--- config.mk ---
export PLATFORM = sky130hd
export DESIGN_NAME = regs_wb_arbiter
export DESIGN_NICKNAME = d
export VERILOG_FILES = /design/src/rtl/regs_wb_arbiter.sv
export SDC_FILE = /design/constraint.sdc
export NUM_CORES = 1
export LEC_CHECK = 0
export BUFFER_PORTS_ARGS = -buffer_cell sky130_fd_sc_hd__buf_2
export CORE_ASPECT_RATIO = 0.6
export CORE_MARGIN = 3
export CORE_UTILIZATION = 54
export DETAILED_ROUTE_END_ITERATION = 10
export HOLD_SLACK_MARGIN = 0.03
export PLACE_DENSITY = 0.84
export SLEW_MARGIN = 25
export SYNTH_ARGS = -nofsm -noshare
export SYNTH_HDL_FRONTEND = slang
export SYNTH_SLANG_ARGS = --single-unit
--- constraint.sdc ---
create_clock -name clk -period 2.8 [get_ports clk]
set_input_delay 0.14 -clock clk [delete_from_list [all_inputs] [get_ports clk]]
set_output_delay 0.14 -clock clk [all_outputs]
set_load 0.005 [all_outputs]
--- src/rtl/regs_wb_arbiter.sv ---
// Writeback arbiter for the register file's single write port (ALU vs load return),
// with a registered write stage and a per-register pending-write scoreboard.
module regs_wb_arbiter #(
    parameter int XLEN  = 32,
    parameter int NREGS = 32,
    parameter int AW    = 5
) (
    input  logic            clk,
    input  logic            rst,
    input  logic            clk_en,
    input  logic            i_alu_valid,
    input  logic [AW-1:0]   i_alu_addr,
    input  logic [XLEN-1:0] i_alu_data,
    output logic            o_alu_ready,
    input  logic            i_mem_valid,
    input  logic [AW-1:0]   i_mem_addr,
    input  logic [XLEN-1:0] i_mem_data,
    output logic            o_mem_ready,
    input  logic            i_issue_en,
    input  logic [AW-1:0]   i_issue_rd,
    output logic            o_issue_stall,
    input  logic [AW-1:0]   i_a_addr,
    output logic            o_a_busy,
    input  logic [AW-1:0]   i_b_addr,
    output logic            o_b_busy,
    output logic            o_write_en,
    output logic [AW-1:0]   o_write_addr,
    output logic [XLEN-1:0] o_write_data
);

    // Handshake: a source transfers on valid & ready. Ready is combinational and only
    // asserts with clk_en=1 and rst=0; the requester holds valid/addr/data until ready.
    typedef enum logic {
        GRANT_ALU = 1'b0,
        GRANT_MEM = 1'b1
    } grant_t;

    grant_t            r_last_grant;
    grant_t            w_last_grant_next;
    logic              w_gate;
    logic              w_alu_gnt;
    logic              w_mem_gnt;
    logic              w_any_gnt;
    logic [AW-1:0]     w_gnt_addr;
    logic [XLEN-1:0]   w_gnt_data;
    logic              w_issue_set;
    logic [NREGS-1:0]  r_busy;
    logic [NREGS-1:0]  w_busy_next;
    logic              r_write_en;
    logic [AW-1:0]     r_write_addr;
    logic [XLEN-1:0]   r_write_data;

    assign w_gate = clk_en & ~rst;

    always_ff @(posedge clk) begin
        if (rst) begin
            r_last_grant <= GRANT_ALU;
        end else if (clk_en) begin
            r_last_grant <= w_last_grant_next;
        end
    end

    // On a conflict the source that did not win last time gets the port.
    always_comb begin
        w_alu_gnt         = 1'b0;
        w_mem_gnt         = 1'b0;
        w_last_grant_next = r_last_grant;
        if (w_gate) begin
            if (i_alu_valid && i_mem_valid) begin
                if (r_last_grant == GRANT_ALU) begin
                    w_mem_gnt = 1'b1;
                end else begin
                    w_alu_gnt = 1'b1;
                end
            end else begin
                w_alu_gnt = i_alu_valid;
                w_mem_gnt = i_mem_valid;
            end
            if (w_alu_gnt) begin
                w_last_grant_next = GRANT_ALU;
            end else if (w_mem_gnt) begin
                w_last_grant_next = GRANT_MEM;
            end
        end
    end

    assign w_any_gnt   = w_alu_gnt | w_mem_gnt;
    assign w_gnt_addr  = w_mem_gnt ? i_mem_addr : i_alu_addr;
    assign w_gnt_data  = w_mem_gnt ? i_mem_data : i_alu_data;
    assign o_alu_ready = w_alu_gnt;
    assign o_mem_ready = w_mem_gnt;

    assign o_issue_stall = i_issue_en & r_busy[i_issue_rd];
    assign w_issue_set   = i_issue_en & ~o_issue_stall & (i_issue_rd != '0);
    assign o_a_busy      = r_busy[i_a_addr];
    assign o_b_busy      = r_busy[i_b_addr];

    // Clear is applied first so a same-edge issue to the committing register wins.
    always_comb begin
        w_busy_next = r_busy;
        if (r_write_en) begin
            w_busy_next[r_write_addr] = 1'b0;
        end
        if (w_issue_set) begin
            w_busy_next[i_issue_rd] = 1'b1;
        end
        w_busy_next[0] = 1'b0;
    end

    always_ff @(posedge clk) begin
        if (rst) begin
            r_busy       <= '0;
            r_write_en   <= 1'b0;
            r_write_addr <= '0;
            r_write_data <= '0;
        end else if (clk_en) begin
            r_busy     <= w_busy_next;
            r_write_en <= w_any_gnt & (w_gnt_addr != '0);
            if (w_any_gnt) begin
                r_write_addr <= w_gnt_addr;
                r_write_data <= w_gnt_data;
            end
        end
    end

    assign o_write_en   = r_write_en;
    assign o_write_addr = r_write_addr;
    assign o_write_data = r_write_data;

endmodule

[Word level (Yosys, flattened, before mapping)]
Cells that the tools add are included.
Word-level totals
  bits in registers: 70
  logic and storage cells: 54
Cells by class
  $lt $le $gt $ge: 6
  muxes and demuxes: 24
  bitwise logic cells: 11
  reductions and logical operators: 8
Operator list (count)
  $mux W32: 3
  $and A32 B32 Y32: 1
  $not A32 Y32: 1
  $or A32 B32 Y32: 1
  $lt A5 B6 Y1 const B: 4
  $bmux W1 S5: 3
  $mux W1: 15
  $demux W1 S5: 2
  $ge A5 B1 Y1 const B: 2
  $reduce_bool A5 Y1: 2
  $and A1 B1 Y1: 5
  $mux W5: 1
  $logic_and A1 B1 Y1: 3
  $reduce_and A3 Y1: 1
  $not A1 Y1: 2
  $reduce_and A2 Y1: 1
  $reduce_bool A2 Y1: 1
  $or A1 B1 Y1: 1

[Longest topological paths before layout]
  depth after elaboration: 9
  mapped depth: 7
  depth with buffers taken out: 5

[Least setup slack after synthesis]
OpenSTA, ideal clock, no wires.
  kind: input-to-output
  start point: input i_a_addr[0]
  end point: output o_a_busy
  data arrival time: 1.830 ns
  data required time: 2.660 ns
  path slack: 0.830 ns
  cell stages on the path: 4
  buffers on the path: 1
  path through: clkbuf_1 mux4_2 mux4_2 mux2_2
Between the ends
  cells in the longest elaborated chain, start to end: 2
Ends and longest elaborated chain
  start, declared: RTL line 22  | input logic [AW-1:0] i_a_addr,
  $bmux W1 S5: RTL line 95  | assign o_a_busy = r_busy[i_a_addr];
  $mux W1 (not written as such): RTL line 95
  end, declared: RTL line 23  | output logic o_a_busy,
Every way passes these cells. The select of a mux whose other input is x is not followed.

[Worst setup path after layout]
  start point: register r_busy[14]
  end point: output o_a_busy
Between the ends
  cells in the longest elaborated chain, start to end: 2
Ends and longest elaborated chain
  start, declared: RTL line 47  | logic [NREGS-1:0] r_busy;
  start signal, assigned: RTL line 117  | r_busy <= w_busy_next;
  $bmux W1 S5: RTL line 95
  $mux W1 (not written as such): RTL line 95
Every way passes these cells. The select of a mux whose other input is x is not followed.

==> impl_metrics.ini <==
[global_routing]
via_count_of_the_first_global_routing_pass = 4110
grt_first_pass_wirelength_mm = 20.25
maximum_number_of_pins_on_one_net_before_global_route_repair = 65
grt.total_usage_pct = 30.73
global_route.overflow_total = 0
number_of_antenna_violations_at_the_first_check_in_global_routing = 0

[logic_synthesis]
synth_adder_area_share_pct = 0
synth_largest_area_cell = sky130_fd_sc_hd__dfxtp_1
synth_top_family_by_area = simple AND/OR/NAND/NOR gates
synth_simple_gate_area_share_pct = 25.34
ys_async_sr_fraction_pct = 0
synth.mux.area_fraction_pct = 16.95
synth.avg_cell_area_sq_um = 8.573
synth.top_cell.area_share_pct = 35.61
portion_of_the_post_synthesis_area_used_by_sequential_elements_pct = 35.61
cell_types_with_the_highest_counts_after_synthesis = sky130_fd_sc_hd__nand2_1 (104), sky130_fd_sc_hd__dfxtp_1 (70), sky130_fd_sc_hd__nor2_1 (45)
synth-seq-cells = 70
yosys.cell_types.count = 35
number_of_enable_flip_flop_cells_after_synthesis = 0
synth.cell_area_sq_um = 3935
synth.net_count = 554
synthFlopType = sky130_fd_sc_hd__dfxtp_1
synthCells = 459
yosys_warnings = 0
compound_gate_fraction_of_synth_area_pct = 17.55
synthMostInstantiatedCell = sky130_fd_sc_hd__nand2_1
ys_top_cells_by_area = sky130_fd_sc_hd__dfxtp_1 (36%), sky130_fd_sc_hd__mux4_2 (14%), sky130_fd_sc_hd__nand2_1 (9.9%)
yosys.area_share.xor_xnor_pct = 0

[route]
route.detailed.vias_per_inst = 6.396
drc_errors = 0
firstDrtPassIters = 8
detail_route.iter0.violations = 575
number_of_nets_with_antenna_violations_after_detailed_routing = 0
dr_total_vias = 4247
drt-total-wl_mm = 12.61
wire_per_inst_um = 18.99

[hold_path]
timing.hold.worst.class = in -> reg

[critical_path]
arrival_ns = 2.07
crit_path_end_kind = primary output
worstSetupPathType = reg -> out
cp_max_fo = 4
crit_path_required_time_ns = 2.66
worstSetupStartpointType = flop

[clocking]
clkLatencyLatePin_ns = 0.33
clock-sinks = 70
post-cts-setup-buffers = 0
ctsResizeCount = 0
cts.path.max_buffers = 2
htreeDepth = 3
clk_pin_slew_ns = 0.06
clock-root-buffer = sky130_fd_sc_hd__clkbuf_16
cts.hold.buffers_added = 0
cts_tree = yes
tritoncts.num_buffers = 9

[timing]
period_needed_ns = 2.206
grt_setup_unrepaired = no
final_max_slew_viol_count = 0
fin_skew_ns = 0.006968
timing.setup.tns_ns = 0
pin_slew_with_the_least_headroom_to_its_limit_ns = 0.9451
finalSetupViolations = 0
worst_slew_margin_rel_pct = 36.60
finalHoldViolCount = 0
period_utilisation_layout_pct = 78.80
max_clock_freq_mhz = 453.2

[die]
boundaryPins = 138
core_region_area_sq_um = 6878
core.rowCount = 23
die-area_sq_um = 8381
floorplan.die.height_um = 72.12
floorplan.die.width_um = 116.2
initial_utilization_pct = 57.21

[pwr]
p_per_area_nw_per_um2 = 553.4
ir_drop_mv = 0.3930
cellLeakagePower_nw = 2.009
total_power_mw = 2.746

[place]
finalWeightedCongestion = 0.9309
dp_hpwl_mm = 9.236
port_buffers = 137
numPlacedInstances = 648
place_area_sq_um = 4613

[cells_and_area]
final_cell_area_sq_um = 4962
final_nets = 667
n_antenna_cell = 0
fraction_of_final_layout_cells_sized_beyond_drive_strength_1_pct = 32.41
area.growth.synth_to_final_pct = 26.10
instances_no_fill = 664

[job]
cap_violations = 0

[run_status]
outcome = complete, no violations
[metal layers]
metal / GRT usage, % / wire length, um / vias up
li1: - / - / 1943
met1: 40.43 / 4995 / 1943
met2: 45.89 / 5589 / 319
met3: 13.42 / 1752 / 42
met4: 9.910 / 274 / 0
met5: 0 / 0 / -
[where the power goes]
group	total, mW	switching (mW)	internal (mW)
Sequential	1.07	0.0357	1.04
Clock	1.33	0.435	0.897
Combinational	0.343	0.193	0.151
Total	2.75	0.663	2.08
[flip-flops by register name, summed over array words and instances (netlist names)]
| register | flops |
|---|---|
| o_write_addr | 5 |
| o_write_data | 32 |
| o_write_en | 1 |
| r_busy | 31 |
| r_last_grant | 1 |
[cells in the final DEF, fill, tap and decap left out, types with 2 or more instances in the layout]
master                      synthesis  routed
sky130_fd_sc_hd__buf_2              2     137
sky130_fd_sc_hd__nand2_1          104     104
sky130_fd_sc_hd__dfxtp_1           70      70
sky130_fd_sc_hd__nor2_1            45      45
sky130_fd_sc_hd__a311oi_1          33      33
sky130_fd_sc_hd__nand3_1           32      32
sky130_fd_sc_hd__mux4_2            25      25
sky130_fd_sc_hd__o41ai_1           15      15
sky130_fd_sc_hd__clkbuf_16          0       9
sky130_fd_sc_hd__o21ai_0            8       8
sky130_fd_sc_hd__o31ai_1            8       8
sky130_fd_sc_hd__mux2i_1            7       7
sky130_fd_sc_hd__nand2b_1           7       7
sky130_fd_sc_hd__nand3b_1           7       7
sky130_fd_sc_hd__a21oi_1            6       6
sky130_fd_sc_hd__o211ai_1           6       6
sky130_fd_sc_hd__nor2b_1            5       5
sky130_fd_sc_hd__nor3_1             5       5
sky130_fd_sc_hd__nor3b_1            5       5
sky130_fd_sc_hd__nand4_1            4       4
sky130_fd_sc_hd__a211oi_1           4       4
sky130_fd_sc_hd__buf_4              0       4
sky130_fd_sc_hd__mux2_2             3       3
sky130_fd_sc_hd__or3_1              3       3
sky130_fd_sc_hd__and3_1             3       3
sky130_fd_sc_hd__o311ai_0           3       3
sky130_fd_sc_hd__bufinv_16          0       3
sky130_fd_sc_hd__clkinv_1           2       2
sky130_fd_sc_hd__o21a_1             3       2
[worst max-delay path, stage by stage (launching register included)]
cell,delay (ns)
sky130_fd_sc_hd__dfxtp_1,0.36
sky130_fd_sc_hd__mux4_2,0.53
sky130_fd_sc_hd__mux4_2,0.47
sky130_fd_sc_hd__mux2_2,0.27
sky130_fd_sc_hd__buf_2,0.12
[per-stage QoR]
stage	utilization, %	worst slack, ns	hold slack [ns]
3_3_place_gp	67.07	0.6042	0.4042
4_1_cts	72.15	0.6166	0.07090
6_report	72.15	0.5936	0.07604
2_1_floorplan	-	0.8295	0.2990
5_1_grt	72.15	0.5292	0.06914
3_5_place_dp	67.07	0.4738	0.4125
[final timing paths]
check	depth (start not counted)	endpoint	startpoint	slack, ns
worst max-delay path	4	o_a_busy	r_busy[14]	0.59
worst min-delay path	3	o_write_data[29]	i_mem_data[29]	0.08
worst max register to register	4	r_busy[25]	r_busy[29]	0.62
worst min register to register	2	o_write_data[0]	o_write_data[0]	0.49
[area by class of cell]
| type | count | area [sq um] |
|---|---|---|
| clock inverter | 5 | 106.4 |
| clock buffer | 11 | 242.7 |
| multi-input combinational | 346 | 2356 |
| sequential | 70 | 1401 |
| fill | 524 | 1916 |
| timing repair buffer | 142 | 735.7 |
| inverter | 3 | 11.26 |
| tap | 87 | 108.9 |
[cell families (layout without fill, tap and decap cells)]
kind of cell	Yosys count	in the layout
mux	35	35
buf+inv	43	161
simple gates	223	223
compound gates	88	88
flops	70	70
(Power assumes the default switching activity.)
